`src/rtl/seq_truth_table.sv`:
```
// Reprogrammable N_IN-input truth-table evaluator: 1-stage valid/ready datapath plus a serial rule loader.
// Optional build macro TT_CFG_PARITY_EN appends an even-parity bit to every serial load.
module seq_truth_table #(
    parameter int                     N_IN = 3,
    parameter logic [(2**N_IN)-1:0]   RULE = 8'h92
) (
    input  logic              clk,
    input  logic              rst_n,
    input  logic              in_valid,
    output logic              in_ready,
    input  logic [N_IN-1:0]   in_data,
    output logic              out_valid,
    input  logic              out_ready,
    output logic              out,
    input  logic              cfg_start,
    input  logic              cfg_valid,
    input  logic              cfg_bit,
    output logic              cfg_busy,
    output logic              cfg_done,
    output logic              cfg_err
);

    localparam int TT_W = 2**N_IN;
`ifdef TT_CFG_PARITY_EN
    localparam int LOAD_LEN = TT_W + 1;
`else
    localparam int LOAD_LEN = TT_W;
`endif
    localparam int SH_W  = LOAD_LEN - 1;
    localparam int CNT_W = $clog2(TT_W + 1);
    localparam logic [CNT_W-1:0] LAST_CNT = CNT_W'(LOAD_LEN - 1);

    typedef enum logic {ACTIVE, LOAD} state_t;

    state_t             state_reg;
    logic [TT_W-1:0]    table_reg;
    logic [SH_W-1:0]    shadow_reg;
    logic [CNT_W-1:0]   bit_cnt_reg;
    logic [TT_W-1:0]    tt_by_idx;
    logic [SH_W:0]      shift_full;
    logic               accept;

    // Rule-number convention: index 0 selects the table MSB, so reverse once here.
    generate
        for (genvar gi = 0; gi < TT_W; gi++) begin : g_rev
            assign tt_by_idx[gi] = table_reg[TT_W-1-gi];
        end
    endgenerate

    assign in_ready   = !out_valid || out_ready;
    assign accept     = in_valid && in_ready;
    assign cfg_busy   = (state_reg == LOAD);
    assign shift_full = {shadow_reg, cfg_bit};

    always_ff @(posedge clk or negedge rst_n) begin
        if (!rst_n) begin
            out_valid <= 1'b0;
            out       <= 1'b0;
        end else if (accept) begin
            out_valid <= 1'b1;
            out       <= tt_by_idx[in_data];
        end else if (out_ready) begin
            out_valid <= 1'b0;
        end
    end

`ifndef TT_CFG_PARITY_EN
    assign cfg_err = 1'b0;
`endif

    always_ff @(posedge clk or negedge rst_n) begin
        if (!rst_n) begin
            state_reg   <= ACTIVE;
            table_reg   <= RULE;
            shadow_reg  <= '0;
            bit_cnt_reg <= '0;
            cfg_done    <= 1'b0;
`ifdef TT_CFG_PARITY_EN
            cfg_err     <= 1'b0;
`endif
        end else begin
            cfg_done <= 1'b0;
`ifdef TT_CFG_PARITY_EN
            cfg_err  <= 1'b0;
`endif
            case (state_reg)
                ACTIVE: begin
                    if (cfg_start) begin
                        state_reg   <= LOAD;
                        bit_cnt_reg <= '0;
                    end
                end
                LOAD: begin
                    if (cfg_start) begin
                        bit_cnt_reg <= '0;
                    end else if (cfg_valid) begin
                        shadow_reg  <= shift_full[SH_W-1:0];
                        bit_cnt_reg <= bit_cnt_reg + 1'b1;
                        if (bit_cnt_reg == LAST_CNT) begin
                            state_reg   <= ACTIVE;
                            bit_cnt_reg <= '0;
`ifdef TT_CFG_PARITY_EN
                            // Shadow already holds the full rule; the incoming bit is parity.
                            if (^shift_full == 1'b0) begin
                                table_reg <= shadow_reg;
                                cfg_done  <= 1'b1;
                            end else begin
                                cfg_err   <= 1'b1;
                            end
`else
                            table_reg <= shift_full;
                            cfg_done  <= 1'b1;
`endif
                        end
                    end
                end
                default: state_reg <= ACTIVE;
            endcase
        end
    end

endmodule

```
`config.mk`:
```
export PLATFORM = sky130hd
export DESIGN_NAME = seq_truth_table
export DESIGN_NICKNAME = d
export VERILOG_FILES = /design/src/rtl/seq_truth_table.sv
export SDC_FILE = /design/constraint.sdc
export NUM_CORES = 1
export LEC_CHECK = 0
export ABC_CLOCK_PERIOD_IN_PS = 1550
export BUFFER_PORTS_ARGS = -buffer_cell sky130_fd_sc_hd__buf_2
export CAP_MARGIN = 20
export CORE_MARGIN = 1.5
export CORE_UTILIZATION = 30
export DETAILED_ROUTE_END_ITERATION = 12
export SYNTH_ARGS = -nofsm -noshare
export SYNTH_HDL_FRONTEND = slang
export SYNTH_SLANG_ARGS = --single-unit
export TNS_END_PERCENT = 20
```
`constraint.sdc`:
```
create_clock -name clk -period 1.55 [get_ports clk]
set_clock_uncertainty 0.1 [all_clocks]
set_input_delay 0 -clock clk [delete_from_list [all_inputs] [get_ports clk]]
set_output_delay 0 -clock clk [all_outputs]
set_load 0.01 [all_outputs]
```
==> impl_metrics.py <==
metrics = {
    "outcome": {
        "status": "complete, no violations",
    },
    "setup_path": {
        "reg2reg_from": "bit_cnt_reg[0]$_DFFE_PN0P_",
        "cp.arrival_ps": 1590,
        "worstPathRequired_ps": 1640,
        "r2r_slack_ps": 60,
        "startpoint_type": "register",
        "crit_fanout": 10,
        "r2r_end": "table_reg[3]$_DFFE_PN0P_",
        "worstSetupEndpointType": "register",
        "reg2reg_depth": 5,
        "worstSetupPathType": "register to register",
    },
    "floorplanning": {
        "row_count": 20,
        "initial_core_util_pct": 32.2,
        "die_area_um2": 3680,
        "die_x_um": 60.7,
        "dieHeight_um": 60.7,
        "num_io_pins": 16,
        "core_area_um2": 3100,
    },
    "min_path": {
        "whs_endpoint": "out$_DFFE_PN0P_",
        "worstHoldPathCells": 4,
        "hp-class": "input pin to register",
        "hp-start": "out_ready",
    },
    "sta": {
        "min_period_ps": 1490,
        "finalSetupViolCount": 0,
        "fmax_mhz": 669,
        "finalHoldViolCount": 0,
        "finalCritPeriodShare_pct": 96.4,
        "fin_tns_setup_ps": 0,
        "drv_slew": 0,
        "rsz0062_at_grt": "yes",
    },
    "synth": {
        "yosysSeqAreaShare_pct": 58.0,
        "ys_seq_elements": 23,
        "yosys_warnings": 0,
        "syn-cell-area_um2": 998,
        "avgSynthCellArea_um2": 13.9,
        "syn_inst": 72,
        "ys_types": 21,
        "syn-num-nets": 83,
    },
    "clock_tree": {
        "cts_tree": "done",
        "worstSkewPairLatency_ps": 310,
        "cts_max_level": 1,
        "cts.path.max_buffers": 2,
        "cts_made_buffers": 3,
        "cts_sinks": 23,
        "cts.clk_slew.worst_paths_ps": 130,
        "cts-root-buf": "clkbuf_4",
    },
    "pwr": {
        "leakage_uw": 0.000595,
        "ir_drop_mv": 0.304,
        "power.density_nw_per_um2": 901,
    },
    "finish": {
        "layout-drive-gt1-share_pct": 44.6,
        "finalInstanceArea_um2": 1280,
        "fill_cells": 299,
        "antennaDiodeCount": 0,
        "area_growth_pct": 27.9,
        "layout_common_cells": "dfrtp_1, mux2_2, buf_2",
        "final_common_cell": "dfrtp_1",
        "largest_register_ffs": 8,
        "nets": 113,
    },
    "global_route": {
        "overflow": 0,
        "antenna_found_initial": 0,
        "grt_max_degree": 24,
        "grt_pass1_wl_um": 2920,
        "grt_pass1_vias": 684,
        "grt_use_total_pct": 10.7,
    },
    "place": {
        "detailed_place.area_um2": 1150,
        "globalplace.congestion": 0.668,
        "hpwl_um": 1130,
        "portBuffers": 14,
    },
    "detailed_routing": {
        "wl_per_cell_um": 11.2,
        "postRouteAntennaNets": 0,
        "wl_um": 1620,
        "vias": 655,
        "drt-initial-drc-count": 18,
        "dr.pass1.iters": 4,
        "viasPerCell": 4.52,
        "drc_errors": 0,
    },
    "job": {
        "maxCapViolations": 0,
    },
}
-- worst max-delay path by stage --
stage	start	to	slack, ps
2_1_floorplan	bit_cnt_reg[0]$_DFFE_PN0P_	table_reg[0]$_DFFE_PN0P_	-10
3_3_place_gp	bit_cnt_reg[1]$_DFFE_PN0P_	table_reg[0]$_DFFE_PN0P_	30
3_5_place_dp	bit_cnt_reg[1]$_DFFE_PN0P_	table_reg[3]$_DFFE_PN0P_	-6
4_1_cts	bit_cnt_reg[0]$_DFFE_PN0P_	table_reg[3]$_DFFE_PN0P_	40
5_1_grt	bit_cnt_reg[0]$_DFFE_PN0P_	table_reg[0]$_DFFE_PN0P_	-30
6_report	bit_cnt_reg[0]$_DFFE_PN0P_	table_reg[3]$_DFFE_PN0P_	60
-- power by group --
part | total (uW) | leakage, uW | switching [uW] | internal [uW]
Combinational | 157 | 0.000294 | 59.3 | 98.1
Sequential | 725 | 0.000287 | 48.9 | 676
Clock | 269 | 0.0000150 | 168 | 100
-- cell type report --
class / instances / area, um2 / area share (%)
sequential: 23 / 579 / 45.3
multi-input combinational: 45 / 409 / 32.0
timing repair buffer: 27 / 200 / 15.7
tap: 44 / 55.1 / 4.31
clock buffer: 4 / 26.3 / 2.06
inverter: 2 / 7.51 / 0.588
-- metal layers --
| metal | track usage, % | vias up | part of all wire (%) |
|---|---|---|---|
| li1 | - | 312 | - |
| met1 | 13.4 | 320 | 47 |
| met2 | 17.7 | 19 | 47 |
| met3 | 1.28 | 4 | 3.9 |
| met4 | 6.52 | 0 | 2.6 |
| met5 | 0 | - | 0 |
-- logic make-up after synthesis --
| group | synth area share (%) |
|---|---|
| AO/OA/AOI/OAI | 2.88 |
| XOR/XNOR | 0.877 |
| adder cells (fa/ha/maj) | 1.25 |
| buffers and inverters | 2.01 |
| flip-flops | 58.0 |
| multiplexers | 24.2 |
| other | 0.376 |
| AND/OR/NAND/NOR | 10.4 |
-- Yosys cell counts --
master	instances	area, um2
dfstp_2	3	78.8
xor2_1	1	8.76
o2111ai_1	1	8.76
or4b_1	1	10.0
nand3_1	3	15.0
nand3b_4	1	20.0
nand2b_1	2	12.5
a21oi_1	3	15.0
o21ai_0	1	5.00
nor3_4	1	16.3
ha_1	1	12.5
mux4_2	1	22.5
buf_4	1	7.51
mux2i_1	5	50.1
conb_1	1	3.75
inv_1	2	7.51
nor2_1	3	11.3
nand2_1	5	18.8
mux2_2	15	169
clkbuf_2	1	5.00
dfrtp_1	20	500
-- per-stage QoR --
stage	hold WS (ps)	setup slack (ps)	util, %	power, uW	cells
global placement	-103	32.6	37.2	870	132
finish	9.92	55.4	41.2	1150	145
floorplan	-396	-13.0	-	816	72
global route	27.0	-28.8	41.2	1210	145
detailed placement	-102	-5.52	37.2	876	132
CTS	2.91	39.4	40.8	1160	145
-- critical path, stage by stage, from the launching register on --
cell,delay [ps]
dfrtp_1,380
ha_2,210
nand2_4,60
nor3_4,140
buf_12,150
mux2_2,330
-- what timing repair did --
| action | CTS | global route |
|---|---|---|
| gates resized for setup | 0 | 3 |
| hold buffers | 8 | 0 |
| endpoints found under the hold margin | 32 | 0 |
| endpoints found under the setup margin | 5 | 9 |
| gates cloned | 0 | 0 |
| pin swaps | 1 | 0 |
| buffers inserted | 1 | 0 |
Power figures use the tool's default switching activity.
